### config.mk
export PLATFORM = sky130hd
export DESIGN_NAME = grf_scoreboard
export DESIGN_NICKNAME = d
export VERILOG_FILES = /design/src/rtl/grf_scoreboard.sv
export SDC_FILE = /design/constraint.sdc
export NUM_CORES = 2
export LEC_CHECK = 0
export CORE_MARGIN = 2
export CORE_UTILIZATION = 30
export CTS_CLUSTER_DIAMETER = 120
export CTS_CLUSTER_SIZE = 25
export DETAILED_ROUTE_END_ITERATION = 7
export GPL_TIMING_DRIVEN = 0
export SYNTH_ARGS = -nofsm -noshare
export SYNTH_HDL_FRONTEND = slang
export SYNTH_SLANG_ARGS = --single-unit
### constraint.sdc
create_clock -name clk -period 6.55 [get_ports clk]
set_input_delay 0.9825 -clock clk [delete_from_list [all_inputs] [get_ports clk]]
set_output_delay 0.9825 -clock clk [all_outputs]
set_load 0.01 [all_outputs]
### src/rtl/grf_scoreboard.sv
// Decode-stage general register file with write-through bypass and a Tuse/Tnew hazard scoreboard.
// Optional GRF_TRACE_EN prints a line for each committed write; synthesised logic is unchanged.
module grf_scoreboard #(
    parameter int unsigned DATA_W = 32,
    parameter int unsigned ADDR_W = 5,
    parameter int unsigned NUM_RD = 2,
    parameter int unsigned TNEW_W = 3
) (
    input  logic                     clk,
    input  logic                     reset,
    input  logic                     we,
    input  logic [ADDR_W-1:0]        waddr,
    input  logic [DATA_W-1:0]        wdata,
    input  logic [31:0]              wpc,
    input  logic [NUM_RD*ADDR_W-1:0] raddr,
    input  logic [NUM_RD-1:0]        rd_en,
    input  logic [NUM_RD*TNEW_W-1:0] rd_tuse,
    output logic [NUM_RD*DATA_W-1:0] rdata,
    input  logic                     iss_valid,
    input  logic [ADDR_W-1:0]        iss_dst,
    input  logic [TNEW_W-1:0]        iss_tnew,
    input  logic                     flush,
    output logic                     stall,
    output logic [(2**ADDR_W)-1:0]   busy
);

    localparam int unsigned NREG = 2**ADDR_W;

    logic [DATA_W-1:0] r_regs [NREG];
    logic [NREG-1:0]   r_busy;
    logic [TNEW_W-1:0] r_cnt  [NREG];
    logic [NUM_RD-1:0] w_port_stall;
    logic              w_accept;

    always_ff @(posedge clk) begin
        if (reset) begin
            for (int unsigned k = 0; k < NREG; k++) begin
                r_regs[k] <= '0;
            end
        end else if (we && (waddr != '0)) begin
            r_regs[waddr] <= wdata;
        end
    end

    // Each port is bypassed and hazard-checked independently.
    for (genvar g = 0; g < NUM_RD; g++) begin : g_rd
        logic [ADDR_W-1:0] w_ra;
        logic [TNEW_W-1:0] w_tuse;

        assign w_ra   = raddr[g*ADDR_W +: ADDR_W];
        assign w_tuse = rd_tuse[g*TNEW_W +: TNEW_W];

        assign rdata[g*DATA_W +: DATA_W] =
            (w_ra == '0)              ? '0    :
            (we && (waddr == w_ra))   ? wdata :
                                        r_regs[w_ra];

        assign w_port_stall[g] = rd_en[g] && (w_ra != '0) && r_busy[w_ra] &&
                                 (r_cnt[w_ra] > w_tuse);
    end

    // Stall depends only on read-side inputs and scoreboard state, never on iss_*.
    assign stall    = |w_port_stall;
    assign w_accept = iss_valid && !stall && (iss_dst != '0);
    assign busy     = r_busy;

    // Priority per register: reset/flush, then accept, then writeback, then countdown.
    always_ff @(posedge clk) begin
        for (int unsigned r = 0; r < NREG; r++) begin
            if (reset || flush) begin
                r_busy[r] <= 1'b0;
                r_cnt[r]  <= '0;
            end else if (w_accept && (iss_dst == ADDR_W'(r))) begin
                r_busy[r] <= 1'b1;
                r_cnt[r]  <= iss_tnew;
            end else if (we && (waddr == ADDR_W'(r))) begin
                r_busy[r] <= 1'b0;
                r_cnt[r]  <= '0;
            end else if (r_cnt[r] != '0) begin
                r_cnt[r]  <= r_cnt[r] - TNEW_W'(1);
            end
        end
    end

`ifdef GRF_TRACE_EN
    always_ff @(posedge clk) begin
        if (!reset && we && (waddr != '0)) begin
            $display("@%h: $%d <= %h", wpc, waddr, wdata);
        end
    end
`else
    logic w_unused_wpc;
    assign w_unused_wpc = ^wpc;
`endif

endmodule

==> summary.md <==
| Metric | Value |
|---|---|
| Run status | finished, violations left |
| Failing checks | capacitance limit, slew limit |
| DR vias/cell | roughly 5.8 |
| Drt drc | 0 |
| Synth top area cells | edfxtp_1, mux4_2, and2_1, clkbuf_1, mux2_2 |
| Vias in the first global route | about 42000 |
| Final core occ | 0.337 |
| Die W | between 400 and 500 um |
| Peak Freq | 0.154 GHz |
| Slew Limit Fails | 66 |
| Post-DP Area | 70000 sq um |
| Met1 wire length | between 90 and 100 mm |
| PwrDens | around 230 nW/um^2 |
| Crit path from | raddr[6] |
| Number of H-tree levels | 2 |
| 1st-iter DRT viols | between 6000 and 7000 |
| Setup tns final | 0 ns |
| Final setup fails | 0 |
| Area leader, netlist | edfxtp_1 |
| Largest net degree at the start of global routing | 33 |
| CP Capture Type | flop |
| Post-Syn Area per Cell | approximately 15 sq um |
| Leak | ~24 nW |
| Reg-to-Reg Start | r_cnt[15][1]$_DFFE_PP_ |
| Slowest cell on crit path | mux4_2 |
| Max layer used | met5 |
| Worst-margin pin slew | between 1.5 and 2 ns |
| TritonCTS clock tree | yes |
| Number of CTS-inserted buffers | 53 |
| Top-area cell type share of the netlist area | 0.520 |
| Clock Skews | approximately 0.022 ns |
| Die Area | 219000 sq um |
| CORE AREA | between 200000 and 250000 sq um |
| Root buffer cell | clkbuf_16 |
| Initial antenna violation count | 17 |
| Clock transition at path regs | roughly 0.09 ns |
| Period minus WS final | between 6 and 7 ns |
| Max_slew headroom | -0.0897 |
| CP Launch Type | input pin |
| Post-route cell area | about 72000 sq um |
| Die H | 468 um |
| Endpoints failing hold | 0 |
| DR WL/cell | roughly 34 um |
| CTS Hold Bufs | 0 |
| Synth warnings | 0 |
| Cell Area, Synth | between 60000 and 70000 sq um |
| Min-delay worst type | reg2reg |
| Post-synthesis cell type count | 48 |
| Dpl hpwl | approximately 180 mm |
| Routed via count | 42800 |
| Final nets | 4719 |
| Overflow after GRT | 0 |
| GRT Total Usage | 0.223 |
| Max VDD drop | about 230 uV |
| Crit path kind | in2reg |
| Post-synthesis cell count | ~4300 |
| # IOs | 197 |
| Crit-path max FO | 10 |
| Worst path most repeated cell | buf_4 |
| Flop2flop setup slack | between 0.7 and 0.8 ns |
| WL met3 | 28.9 mm |
| Filler instances | 20800 |
| Clk_lat worst skew | ~0.75 ns |
| Worst path required time | slightly above 7 ns |
| First-pass GRT wire length | 338 mm |
| Port Buffers | ~150 |
| Area grow syn2layout | 11.8% |
| Max cap viols | 6 |
| Rows | 170 |
| Layout cells sized above 1 | 0.237 |
| Seq/Total Area, Yosys | 0.530 |
| Tot Pwr | 0.0169 W |
| FF-to-FF path depth | 23 |
| Detailed Route WL | about 250 mm |
| Fin crit share | 0.994 |
| Yosys reg bits | roughly 1200 |
| Crit path DAT | between 7 and 8 ns |
| CTS sink count | about 1200 |
| Worst Setup EP | r_cnt[8][1]$_DFFE_PP_ |
| GP Congestion | just under 1 |
| Worst path max stage delay | ~0.58 ns |
| Reg-to-reg endpoint | r_cnt[8][1]$_DFFE_PP_ |
| Maximum clock path buffer count | 3 |
| Met2 wire len | 110 mm |
| Initial Utilization | 0.301 |
| Final ANT Viol Nets | 0 |
| First drt pass iteration count | 5 |
[through the flow]
stage	std cells	hold WS (ns)	worst slack [ns]
6_report	7411	0.493	0.0367
2_1_floorplan	4310	0.496	0.999
3_3_place_gp	7302	0.479	-2.34
5_1_grt	7406	0.529	-0.000703
4_1_cts	7400	0.494	-0.0715
3_5_place_dp	7314	0.480	-2.35
[how the worst min path moves through the flow]
stage                     slack (ns)                   from  cells after the start               endpoint
after global routing            0.53  busy[11]$_SDFFE_PP0P_                      2  busy[11]$_SDFFE_PP0P_
after global placement          0.48  busy[11]$_SDFFE_PP0P_                      2  busy[11]$_SDFFE_PP0P_
final                           0.49  busy[11]$_SDFFE_PP0P_                      2  busy[11]$_SDFFE_PP0P_
after detailed placement        0.48  busy[11]$_SDFFE_PP0P_                      2  busy[11]$_SDFFE_PP0P_
after floorplan                 0.50  busy[23]$_SDFFE_PP0P_                      2  busy[23]$_SDFFE_PP0P_
after CTS                       0.49  busy[11]$_SDFFE_PP0P_                      2  busy[11]$_SDFFE_PP0P_
[worst max-delay path: cells and delay by family]
kind,cells,cell delay (ns)
mux,4,1.65
fa+ha+maj,1,0.29
simple gates,3,0.65
compound gates,2,0.52
buf+inv,18,2.83
[kinds of logic after synthesis]
kind of cell | count (synthesis) | synth area share
other | 1 | 0.0000580
AOI/OAI and AO/OA | 162 | 0.0168
buffers and inverters | 533 | 0.0328
and+or+nand+nor | 1466 | 0.131
DFF | 1152 | 0.530
adders and majority gates | 70 | 0.0135
muxes | 885 | 0.274
xor gates and xnor gates | 10 | 0.00136
[per-layer routing]
layer | vias up | GRT usage
met3 | 566 | 0.0578
li1 | 16900 | -
met1 | 22300 | 0.294
met2 | 2961 | 0.338
met4 | 6 | 0.118
met5 | - | 0
[cell usage in the layout (no fill, tap or decap), types with 35 or more instances in the layout]
| cell | n |
|---|---|
| nor2_1 | 185 |
| buf_2 | 64 |
| nor3_1 | 44 |
| clkbuf_16 | 56 |
| and2_1 | 998 |
| mux4_2 | 699 |
| or2_2 | 35 |
| edfxtp_1 | 1120 |
| nand2_1 | 79 |
| inv_1 | 102 |
| a21oi_1 | 41 |
| mux2i_1 | 85 |
| nand4_1 | 52 |
| clkbuf_1 | 291 |
| mux2_2 | 99 |
| a211oi_1 | 62 |
| clkdlybuf4s50_1 | 152 |
| ha_1 | 70 |
[power by group]
group          switching (W)  leakage (nW)  internal [W]
sequential          0.000392          11.1       0.00872
clock                0.00255         0.715       0.00151
combinational        0.00207          12.2       0.00167
[Yosys cell counts (all sizes together)]
master and number:
a211oi 85, a21boi 1, a21oi 41, a22o 1, a2bb2oi 1, a31oi 1, a32o 4, and2 998
and3 3, and3b 2, buf 120, clkbuf 311, conb 1, dfxtp 32, edfxtp 1120, ha 70
inv 102, mux2 100, mux2i 86, mux4 699, nand2 79, nand2b 5, nand3 23, nand3b 7
nand4 53, nor2 186, nor2b 17, nor3 44, nor3b 3, nor4 3, nor4b 1, o211ai 1
o21ai 21, o221ai 1, o22ai 1, o31ai 4, or2 35, or3 2, or3b 3, or4 1
or4b 1, xnor2 2, xor2 8
[state kept, by name, summed over array words and instances (netlist names)]
signal and cells:
r_regs 1024, r_cnt 96, busy 32
[repair_timing]
item                                   in CTS  in global routing
setup buffers                              15                  5
resized for setup                         143                 34
endpoints found under the hold margin       0                  0
pin swaps                                   6                  2
setup endpoints to repair                 282                169
[area by class of cell]
cell class | count | area (sq um) | area share
flip-flops and latches | 1152 | 34300 | 0.474
multi-input cells | 2625 | 28500 | 0.395
well taps | 2838 | 3550 | 0.0491
plain buffers | 429 | 2140 | 0.0296
repair buffers | 186 | 1870 | 0.0259
clock buffers | 62 | 1360 | 0.0188
inverters | 102 | 383 | 0.00530
clock inverters | 9 | 113 | 0.00156
diodes | 8 | 20.0 | 0.000277
Power figures use the tool's default switching activity.
